==> src/rtl/pipe_addsub_pkg.sv <==
// Shared types and constants for the pipelined adder/subtractor.
package pipe_addsub_pkg;

  typedef enum logic {
    ADDSUB_OP_ADD = 1'b0,
    ADDSUB_OP_SUB = 1'b1
  } addsub_op_e;

  localparam int DEFAULT_WIDTH  = 32;
  localparam int DEFAULT_STAGES = 4;

  // Legal split: at least one stage, no more stages than bits, equal-width segments.
  function automatic bit split_ok(input int width, input int stages);
    return (stages >= 1) && (stages <= width) && ((width % stages) == 0);
  endfunction

endpackage

==> src/rtl/pipe_addsub_if.sv <==
// Operand/result handshake bundle for pipe_addsub; master drives operands, slave is the adder.
interface pipe_addsub_if
  import pipe_addsub_pkg::*;
#(
  parameter int WIDTH = DEFAULT_WIDTH
);
  logic             in_valid;
  logic             in_ready;
  logic [WIDTH-1:0] in_a;
  logic [WIDTH-1:0] in_b;
  logic             in_cin;
  logic             in_sub;
  logic             out_valid;
  logic             out_ready;
  logic [WIDTH-1:0] out_sum;
  logic             out_co;
  logic             out_ov;
  logic             out_z;

  modport master (
    output in_valid, in_a, in_b, in_cin, in_sub, out_ready,
    input  in_ready, out_valid, out_sum, out_co, out_ov, out_z
  );

  modport slave (
    input  in_valid, in_a, in_b, in_cin, in_sub, out_ready,
    output in_ready, out_valid, out_sum, out_co, out_ov, out_z
  );
endinterface

==> src/rtl/pipe_addsub_seg.sv <==
// addsub_seg: one SEG-bit adder slice with registered sum and carry under a shared enable.
module addsub_seg #(
  parameter int SEG = 8
) (
  input  logic           clk,
  input  logic           rst_n,
  input  logic           i_en,
  input  logic [SEG-1:0] i_a,
  input  logic [SEG-1:0] i_b,
  input  logic           i_ci,
  output logic [SEG-1:0] o_sum,
  output logic           o_co
);
  logic [SEG:0] w_full;
  logic [SEG:0] r_res;

  assign w_full = {1'b0, i_a} + {1'b0, i_b} + {{SEG{1'b0}}, i_ci};

  always_ff @(posedge clk or negedge rst_n) begin
    if (!rst_n)    r_res <= '0;
    else if (i_en) r_res <= w_full;
  end

  assign o_sum = r_res[SEG-1:0];
  assign o_co  = r_res[SEG];
endmodule

==> src/rtl/pipe_addsub.sv <==
// Pipelined WIDTH-bit adder/subtractor split into STAGES carry segments with valid/ready flow.
// Define PIPE_ADDSUB_FLAGS_EN to build the signed-overflow and zero flags.
module pipe_addsub
  import pipe_addsub_pkg::*;
#(
  parameter int WIDTH  = DEFAULT_WIDTH,
  parameter int STAGES = DEFAULT_STAGES
) (
  input  logic         clk,
  input  logic         rst_n,
  pipe_addsub_if.slave bus
);
  localparam int SEG = WIDTH / STAGES;

  if (!split_ok(WIDTH, STAGES)) begin : g_bad_split
    $error("pipe_addsub: STAGES must be 1..WIDTH and divide WIDTH evenly");
  end

  logic              w_en;
  logic              w_sub;
  logic [WIDTH-1:0]  w_beff;
  logic              w_cin_eff;
  logic [WIDTH-1:0]  w_sum;
  logic [STAGES-1:0] r_vld;

  assign w_en      = !r_vld[STAGES-1] || bus.out_ready;
  assign w_sub     = (bus.in_sub == ADDSUB_OP_SUB);
  assign w_beff    = w_sub ? ~bus.in_b : bus.in_b;
  assign w_cin_eff = w_sub ? ~bus.in_cin : bus.in_cin;

  // A cycle without a transfer still advances, shifting a bubble into stage 0.
  always_ff @(posedge clk or negedge rst_n) begin
    if (!rst_n)    r_vld <= '0;
    else if (w_en) r_vld <= (r_vld << 1) | STAGES'(bus.in_valid);
  end

  // Stage k sees the not-yet-added operand bits [WIDTH-1:k*SEG] and the finished low sum.
  for (genvar k = 0; k < STAGES; k++) begin : g_stg
    logic [WIDTH-k*SEG-1:0] w_a_up;
    logic [WIDTH-k*SEG-1:0] w_b_up;
    logic                   w_ci;
    logic [SEG-1:0]         w_seg_sum;
    logic                   w_co;
    logic [(k+1)*SEG-1:0]   w_done;

    if (k == 0) begin : g_head
      assign w_a_up = bus.in_a;
      assign w_b_up = w_beff;
      assign w_ci   = w_cin_eff;
      assign w_done = w_seg_sum;
    end else begin : g_body
      logic [WIDTH-k*SEG-1:0] r_a_up;
      logic [WIDTH-k*SEG-1:0] r_b_up;
      logic [k*SEG-1:0]       r_lo;

      always_ff @(posedge clk or negedge rst_n) begin
        if (!rst_n) begin
          r_a_up <= '0;
          r_b_up <= '0;
          r_lo   <= '0;
        end else if (w_en) begin
          r_a_up <= g_stg[k-1].w_a_up[WIDTH-(k-1)*SEG-1:SEG];
          r_b_up <= g_stg[k-1].w_b_up[WIDTH-(k-1)*SEG-1:SEG];
          r_lo   <= g_stg[k-1].w_done;
        end
      end

      assign w_a_up = r_a_up;
      assign w_b_up = r_b_up;
      assign w_ci   = g_stg[k-1].w_co;
      assign w_done = {w_seg_sum, r_lo};
    end

    addsub_seg #(.SEG(SEG)) u_seg (
      .clk   (clk),
      .rst_n (rst_n),
      .i_en  (w_en),
      .i_a   (w_a_up[SEG-1:0]),
      .i_b   (w_b_up[SEG-1:0]),
      .i_ci  (w_ci),
      .o_sum (w_seg_sum),
      .o_co  (w_co)
    );
  end

  assign w_sum         = g_stg[STAGES-1].w_done;
  assign bus.in_ready  = w_en;
  assign bus.out_valid = r_vld[STAGES-1];
  assign bus.out_sum   = w_sum;
  assign bus.out_co    = g_stg[STAGES-1].w_co;

`ifdef PIPE_ADDSUB_FLAGS_EN
  logic [STAGES-1:0] r_a_msb;
  logic [STAGES-1:0] r_b_msb;

  always_ff @(posedge clk or negedge rst_n) begin
    if (!rst_n) begin
      r_a_msb <= '0;
      r_b_msb <= '0;
    end else if (w_en) begin
      r_a_msb <= (r_a_msb << 1) | STAGES'(bus.in_a[WIDTH-1]);
      r_b_msb <= (r_b_msb << 1) | STAGES'(w_beff[WIDTH-1]);
    end
  end

  assign bus.out_ov = (r_a_msb[STAGES-1] == r_b_msb[STAGES-1]) &&
                      (w_sum[WIDTH-1] != r_a_msb[STAGES-1]);
  assign bus.out_z  = ~|w_sum;
`else
  assign bus.out_ov = 1'b0;
  assign bus.out_z  = 1'b0;
`endif
endmodule
==> src/flat_wrapper.sv <==
// flat-port wrapper written by rule: the top's interface ports become plain ports
module pipe_addsub_flat import pipe_addsub_pkg::*;
#(
  parameter int WIDTH  = DEFAULT_WIDTH,
  parameter int STAGES = DEFAULT_STAGES
)
  (clk, rst_n, bus_in_valid, bus_in_a, bus_in_b, bus_in_cin, bus_in_sub, bus_out_ready, bus_in_ready, bus_out_valid, bus_out_sum, bus_out_co, bus_out_ov, bus_out_z);
  pipe_addsub_if #(.WIDTH(WIDTH)) bus_i ();
  input  logic clk;
  input  logic rst_n;
  input wire logic [$bits(bus_i.in_valid)-1:0] bus_in_valid;
  input wire logic [$bits(bus_i.in_a)-1:0] bus_in_a;
  input wire logic [$bits(bus_i.in_b)-1:0] bus_in_b;
  input wire logic [$bits(bus_i.in_cin)-1:0] bus_in_cin;
  input wire logic [$bits(bus_i.in_sub)-1:0] bus_in_sub;
  input wire logic [$bits(bus_i.out_ready)-1:0] bus_out_ready;
  output wire logic [$bits(bus_i.in_ready)-1:0] bus_in_ready;
  output wire logic [$bits(bus_i.out_valid)-1:0] bus_out_valid;
  output wire logic [$bits(bus_i.out_sum)-1:0] bus_out_sum;
  output wire logic [$bits(bus_i.out_co)-1:0] bus_out_co;
  output wire logic [$bits(bus_i.out_ov)-1:0] bus_out_ov;
  output wire logic [$bits(bus_i.out_z)-1:0] bus_out_z;
  assign bus_i.in_valid = bus_in_valid;
  assign bus_i.in_a = bus_in_a;
  assign bus_i.in_b = bus_in_b;
  assign bus_i.in_cin = bus_in_cin;
  assign bus_i.in_sub = bus_in_sub;
  assign bus_i.out_ready = bus_out_ready;
  assign bus_in_ready = bus_i.in_ready;
  assign bus_out_valid = bus_i.out_valid;
  assign bus_out_sum = bus_i.out_sum;
  assign bus_out_co = bus_i.out_co;
  assign bus_out_ov = bus_i.out_ov;
  assign bus_out_z = bus_i.out_z;
  pipe_addsub #(.WIDTH(WIDTH), .STAGES(STAGES)) u_core (.clk(clk), .rst_n(rst_n), .bus(bus_i));
endmodule
==> config.mk <==
export PLATFORM = sky130hd
export DESIGN_NAME = pipe_addsub_flat
export DESIGN_NICKNAME = d
export VERILOG_FILES = /design/src/rtl/pipe_addsub_pkg.sv /design/src/rtl/pipe_addsub_if.sv /design/src/rtl/pipe_addsub_seg.sv /design/src/rtl/pipe_addsub.sv /design/src/flat_wrapper.sv
export SDC_FILE = /design/constraint.sdc
export NUM_CORES = 1
export LEC_CHECK = 0
export BUFFER_PORTS_ARGS = -buffer_cell sky130_fd_sc_hd__buf_2
export CORE_MARGIN = 1
export CORE_UTILIZATION = 52
export CTS_CLUSTER_DIAMETER = 60
export CTS_CLUSTER_SIZE = 14
export DETAILED_ROUTE_END_ITERATION = 12
export PLACE_DENSITY = 0.8
export SLEW_MARGIN = 0
export SYNTH_ARGS = -nofsm -noshare
export SYNTH_HDL_FRONTEND = slang
export SYNTH_SLANG_ARGS = --single-unit
==> constraint.sdc <==
create_clock -name clk -period 2.05 [get_ports clk]
set_clock_uncertainty 0.1 [all_clocks]
set_input_delay 0 -clock clk [delete_from_list [all_inputs] [get_ports clk]]
set_output_delay 0 -clock clk [all_outputs]
set_load 0.05 [all_outputs]
=== Word-level counts from Yosys, hierarchy flattened ===
Index checks and enable logic that the tools add are counted.

* Bits in registers: 184
* Input bits: 70
* Output and inout port bits: 37
* Logic and storage cells: 29

* $add $sub $neg: 8
* Muxes and demuxes: 2
* Bitwise logic cells: 3
* Reduce and logical (&&, ||, !) cells: 2

{| class="wikitable"
|+ Operators with widths
! operator !! number
|-
| $add 8x8->9 || 4
|-
| $add 9x1->9 || 4
|-
| $mux 32 || 1
|-
| $not 32->32 || 1
|-
| $or 4x1->4 || 1
|-
| $logic_not 1->1 || 1
|-
| $logic_or 1x1->1 || 1
|-
| $mux 1 || 1
|-
| $not 1->1 || 1
|}

=== Depth between registers and ports, before layout ===
* Word-level depth: 4
* Mapped depth: 11
* Gate-level depth less buffers: 9

=== Modules after synthesis ===
A second synthesis with hierarchy kept.

* Cells, all modules: 652
* Area total of the unflattened synthesis: 9,112.5 um^2

{| class="wikitable"
|+ Modules (own cells, without submodules)
! module !! instances !! cells an instance !! area each (um^2) !! seq. area each (um^2)
|-
| pipe_addsub || 1 || 354 || 6,284.8 || 3,703.6
|-
| addsub_seg (u_core.g_stg[0].u_seg ...) || 3 || 75 || 701.9 || 225.2
|-
| addsub_seg (u_core.g_stg[2].u_seg) || 1 || 73 || 721.9 || 225.2
|}

=== Worst setup path after synthesis ===
Ideal clock, no wire load.

* Path type: input to register
* From: input bus_in_sub
* To: register u_core.g_stg[0].u_seg.r_res[6]
* Setup time: 0.064 ns
* Arrival: 2.106 ns
* Required time: 1.886 ns
* Slack: -0.219 ns
* Stages on the path: 11
* Buffers on the path: 2
* Cells stage by stage: buf_2 buf_2 xor2_1 fa_1 inv_1 fa_1 nor2b_4 o31a_1 o31a_1 a211oi_1 a21o_1

* Cells in the longest elaborated chain, start to end: 3
* Elaborated cells on any way between the ends: 4
* Those cells by class: add/sub (2); mux (2)

{| class="wikitable"
|+ Ends and longest elaborated chain
! element !! RTL line !! source
|-
| from (decl) || flat_wrapper.sv:15 || <nowiki>input wire logic [$bits(bus_i.in_sub)-1:0] bus_in_sub;</nowiki>
|-
| $mux 32 || pipe_addsub.sv:28 || <nowiki>assign w_beff = w_sub ? ~bus.in_b : bus.in_b;</nowiki>
|-
| $add 8x8->9 || pipe_addsub_seg.sv:17 || <nowiki>assign w_full = {1'b0, i_a} + {1'b0, i_b} + {{SEG{1'b0}}, i_ci};</nowiki>
|-
| $add 9x1->9 * || pipe_addsub_seg.sv:17 ||
|-
| to (signal assigned) || pipe_addsub_seg.sv:21 || <nowiki>else if (i_en) r_res <= w_full;</nowiki>
|-
| to (decl) || pipe_addsub_seg.sv:15 || <nowiki>logic [SEG:0] r_res;</nowiki>
|}

Every way passes the cells marked *; elsewhere a longest branch is shown, timed or not.
A chain may end at the register's enable or synchronous reset.

=== Worst setup path in the final report ===
* From: register u_core.g_stg[3].g_body.r_a_up[0]
* To: register u_core.g_stg[3].u_seg.r_res[8]

* Cells in the longest elaborated chain, start to end: 2

{| class="wikitable"
|+ Ends and longest elaborated chain
! element !! RTL line !! source
|-
| from (decl) || pipe_addsub.sv:52 || <nowiki>logic [WIDTH-k*SEG-1:0] r_a_up;</nowiki>
|-
| from (signal assigned) || pipe_addsub.sv:62 || <nowiki>r_a_up <= g_stg[k-1].w_a_up[WIDTH-(k-1)*SEG-1:SEG];</nowiki>
|-
| $add 8x8->9 || pipe_addsub_seg.sv:17 ||
|-
| $add 9x1->9 || pipe_addsub_seg.sv:17 ||
|-
| to (signal assigned) || pipe_addsub_seg.sv:21 ||
|-
| to (decl) || pipe_addsub_seg.sv:15 ||
|}

No other way between the ends.

==> qor.yml <==
outcome:
  status: "finished, violations left"
  violations: "setup timing"
global_routing:
  antenna_found_initial: 0
  grt_first_pass_wirelength_mm: 29.3
  grt.overflow.total: 0
  grt_max_degree: 67
  track_usage_pct: 22.8
  grt_pass1_vias: 6271
logic_synthesis:
  avgSynthCellArea_sq_um: 9.12
  yosysTopAreaCellShare_pct: 55.3
  synth_area_leaders: "dfrtp_1, nand2_1, ha_1"
  synth-seq-cells: 184
  synth-main-ff-cell: "dfrtp_1"
  synth_top_area_cell: "dfrtp_1"
  ys_seq_area_share_pct: 55.3
  synthArstFlopShare_pct: 100
  yosysWarnings: 0
  synth_edf_count: 0
  synth.distinct_cells: 33
  syn_inst: 912
  syn_area_sq_mm: 0.00832
critical_path:
  r2r-start: "u_core.g_stg[3].g_body.r_a_up[0]$_DFFE_PN0P_"
  crit_end: "u_core.g_stg[3].u_seg.r_res[8]$_DFFE_PN0P_"
  rr_endpoint: "u_core.g_stg[3].u_seg.r_res[8]$_DFFE_PN0P_"
  crit_buf_inv: 0
  cp-start-kind: "register"
  cp_top_family: "compound AO/OA/AOI/OAI gates"
  path_common_cell: "fa_2"
  r2r_cells: 7
  slowest_stage: "fa_2"
  cp-startpoint: "u_core.g_stg[3].g_body.r_a_up[0]$_DFFE_PN0P_"
  critPathMaxFanout: 2
  max_stage_delay_ns: 0.42
  path_depth: 7
  endpoint_kind: "register"
  crit_arrival_ns: 2.40
  crit_type: "register to register"
  crit_path_cell_trace: "fa_2 > fa_2 > a21o_1 > a221oi_2 > o21bai_1 > a21oi_1 > o21ai_1"
  critPathRequiredTime_ns: 2.26
  rrSetupSlack_ns: -0.14
timing:
  grt_setup_unrepaired: "yes"
  timing.fmax_mhz: 457
  tns_ns: -0.390
  hold_viol_final: 0
  worst_pin_slew_ns: 0.539
  fin_crit_sh_pct: 107
  slew_viol_final: 0
  finalSetupViolCount: 6
  max-slew-margin-rel_pct: 64.1
  finalCriticalPeriod_ns: 2.19
  worst_slack_ns: -0.140
clock_network:
  cts.clk_slew.worst_paths_ns: 0.07
  clock_sink_count: 184
  cts_buffer_depth: 2
  cts_tree: "built"
  cts_made_buffers: 17
  cts_htree_levels: 4
  insertion_delay_ns: 0.43
  cts-root-buf: "clkbuf_16"
power:
  power_density_mw_per_mm2: 1560
  peakVddDrop_mv: 0.746
  leakage_uw: 0.00529
cells_and_area:
  nets: 1185
  drive_gt1_share_pct: 18.1
  syn_to_final_growth_pct: 26.4
  layoutNonFillerInstCount: 1303
  antennaDiodeCount: 0
floorplanning:
  initial_core_util_pct: 53.9
  die_h_um: 129
  fp.dieArea_sq_mm: 0.0165
  die-width_um: 129
  core-area_sq_mm: 0.0154
  row_count: 45
  ios: 107
placement:
  hpwlAfterDp_mm: 11.2
  io_buffers: 104
  place_congestion: 0.844
  dp_slack_ns: -0.145
  dp_cells: 1205
routing:
  wl_mm: 17.4
  wl_per_cell_um: 13.3
  viasPerCell: 4.96
  vias: 6468
  ant_nets: 0
  drtIter0Drc: 411
  dr.pass1.iters: 5
  drc: 0
flow_run:
  maxCapViolations: 0
min_path:
  min_path_type: "input port to async pin"
[final cells by class]
type,instances,area (sq um)
clock inverters,14,124
well taps,211,264
clock buffers,18,429
multi-input cells,675,3640
inverters,7,28.8
flip-flops and latches,184,4600
fillers,1188,4910
repair buffers,194,1430
[logic make-up after synthesis]
kind of cell | share of synthesized area (%)
AO/OA/AOI/OAI | 8.48
flip-flops | 55.3
other | 0.0451
adder cells (fa/ha/maj) | 6.13
AND/OR/NAND/NOR | 22.2
XOR/XNOR | 4.84
buffers and inverters | 2.96
[power breakdown]
part,internal (uW),leakage (uW),switching [uW]
clock,1680,0.000263,1390
sequential,5260,0.00222,968
combinational,2750,0.00281,4410
[how the worst min path moves through the flow]
stage / endpoint / from / slack (ns) / cells past startpoint
final: u_core.g_stg[1].g_body.r_a_up[5]$_DFFE_PN0P_ / rst_n / 0.03 / 2
after floorplan: u_core.g_stg[0].u_seg.r_res[0]$_DFFE_PN0P_ / rst_n / -0.40 / 0
after CTS: u_core.g_stg[0].u_seg.r_res[7]$_DFFE_PN0P_ / bus_in_a[4] / 0.01 / 5
after detailed placement: u_core.g_stg[1].g_body.r_b_up[3]$_DFFE_PN0P_ / rst_n / -0.07 / 1
after global placement: u_core.g_stg[1].g_body.r_b_up[3]$_DFFE_PN0P_ / rst_n / -0.06 / 1
after global routing: u_core.g_stg[1].g_body.r_a_up[3]$_DFFE_PN0P_ / rst_n / 0.06 / 2
[layout by cell type, fill, tap and decap left out, types with 3 or more instances in the layout]
cell,count
o21a_1,11
or4_1,3
buf_2,103
clkinvlp_4,4
inv_1,5
a211oi_2,3
nor3_1,3
o31a_1,4
ha_4,4
dfrtp_1,184
dlygate4sd3_1,60
a21o_1,7
a211oi_1,5
buf_4,24
fa_2,8
xor2_1,16
nor3b_1,6
ha_1,24
inv_6,3
a21oi_1,16
buf_12,6
nand2_1,437
xnor2_1,28
nand3_1,5
o21ai_1,5
clkbuf_16,17
nor3_2,3
a221oi_1,3
nor2_1,14
o21bai_1,4
a21oi_2,4
o21ai_0,45
clkinv_2,4
[synthesized netlist by cell type (3+ instances only)]
master    number
nand2_1      437
dfrtp_1      184
o21ai_0       52
xnor2_1       29
ha_1          28
buf_2         26
a21oi_1       21
clkbuf_1      18
xor2_1        17
nor2_1        14
o21a_1        11
a211oi_1       8
fa_1           8
a21o_1         7
inv_1          6
nor3_1         6
nor3b_1        6
nand3_1        5
o21bai_1       4
o31a_1         4
a221oi_1       3
buf_4          3
o31ai_1        3
or4_1          3
[metrics by stage]
stage                     utilization [%]  hold slack, ns  power (uW)  instance area [sq um]
after floorplan                         -          -0.396       11100                   8380
after global placement               59.6         -0.0644       12500                   9200
after detailed placement             59.6         -0.0654       12800                   9200
after CTS                            67.4          0.0142       16100                  10400
after global routing                 68.2          0.0606       17700                  10500
final                                68.2          0.0268       16500                  10500
[registers in the layout, indices dropped and copies added (netlist names)]
register,flops
u_core.g_stg.g_body.r_b_up,48
u_core.g_stg.u_seg.r_res,36
u_core.r_vld,4
u_core.g_stg.g_body.r_lo,48
u_core.g_stg.g_body.r_a_up,48
[repair_timing]
item                       CTS  global route
buffers inserted             3             3
hold buffers                61             0
setup endpoints to repair   10            16
pin swaps                    8             9
resized for setup            4            17
hold endpoints to repair   252             0
[routing by layer]
metal | wire length (um) | vias to the layer above | track usage, %
met3 | 667 | 19 | 5.36
met4 | 234 | 0 | 8.30
li1 | - | 3248 | -
met2 | 8740 | 149 | 37.9
met1 | 7740 | 3052 | 29.3
met5 | 0 | - | 0
Note: power is estimated with default switching activity, not from simulation.
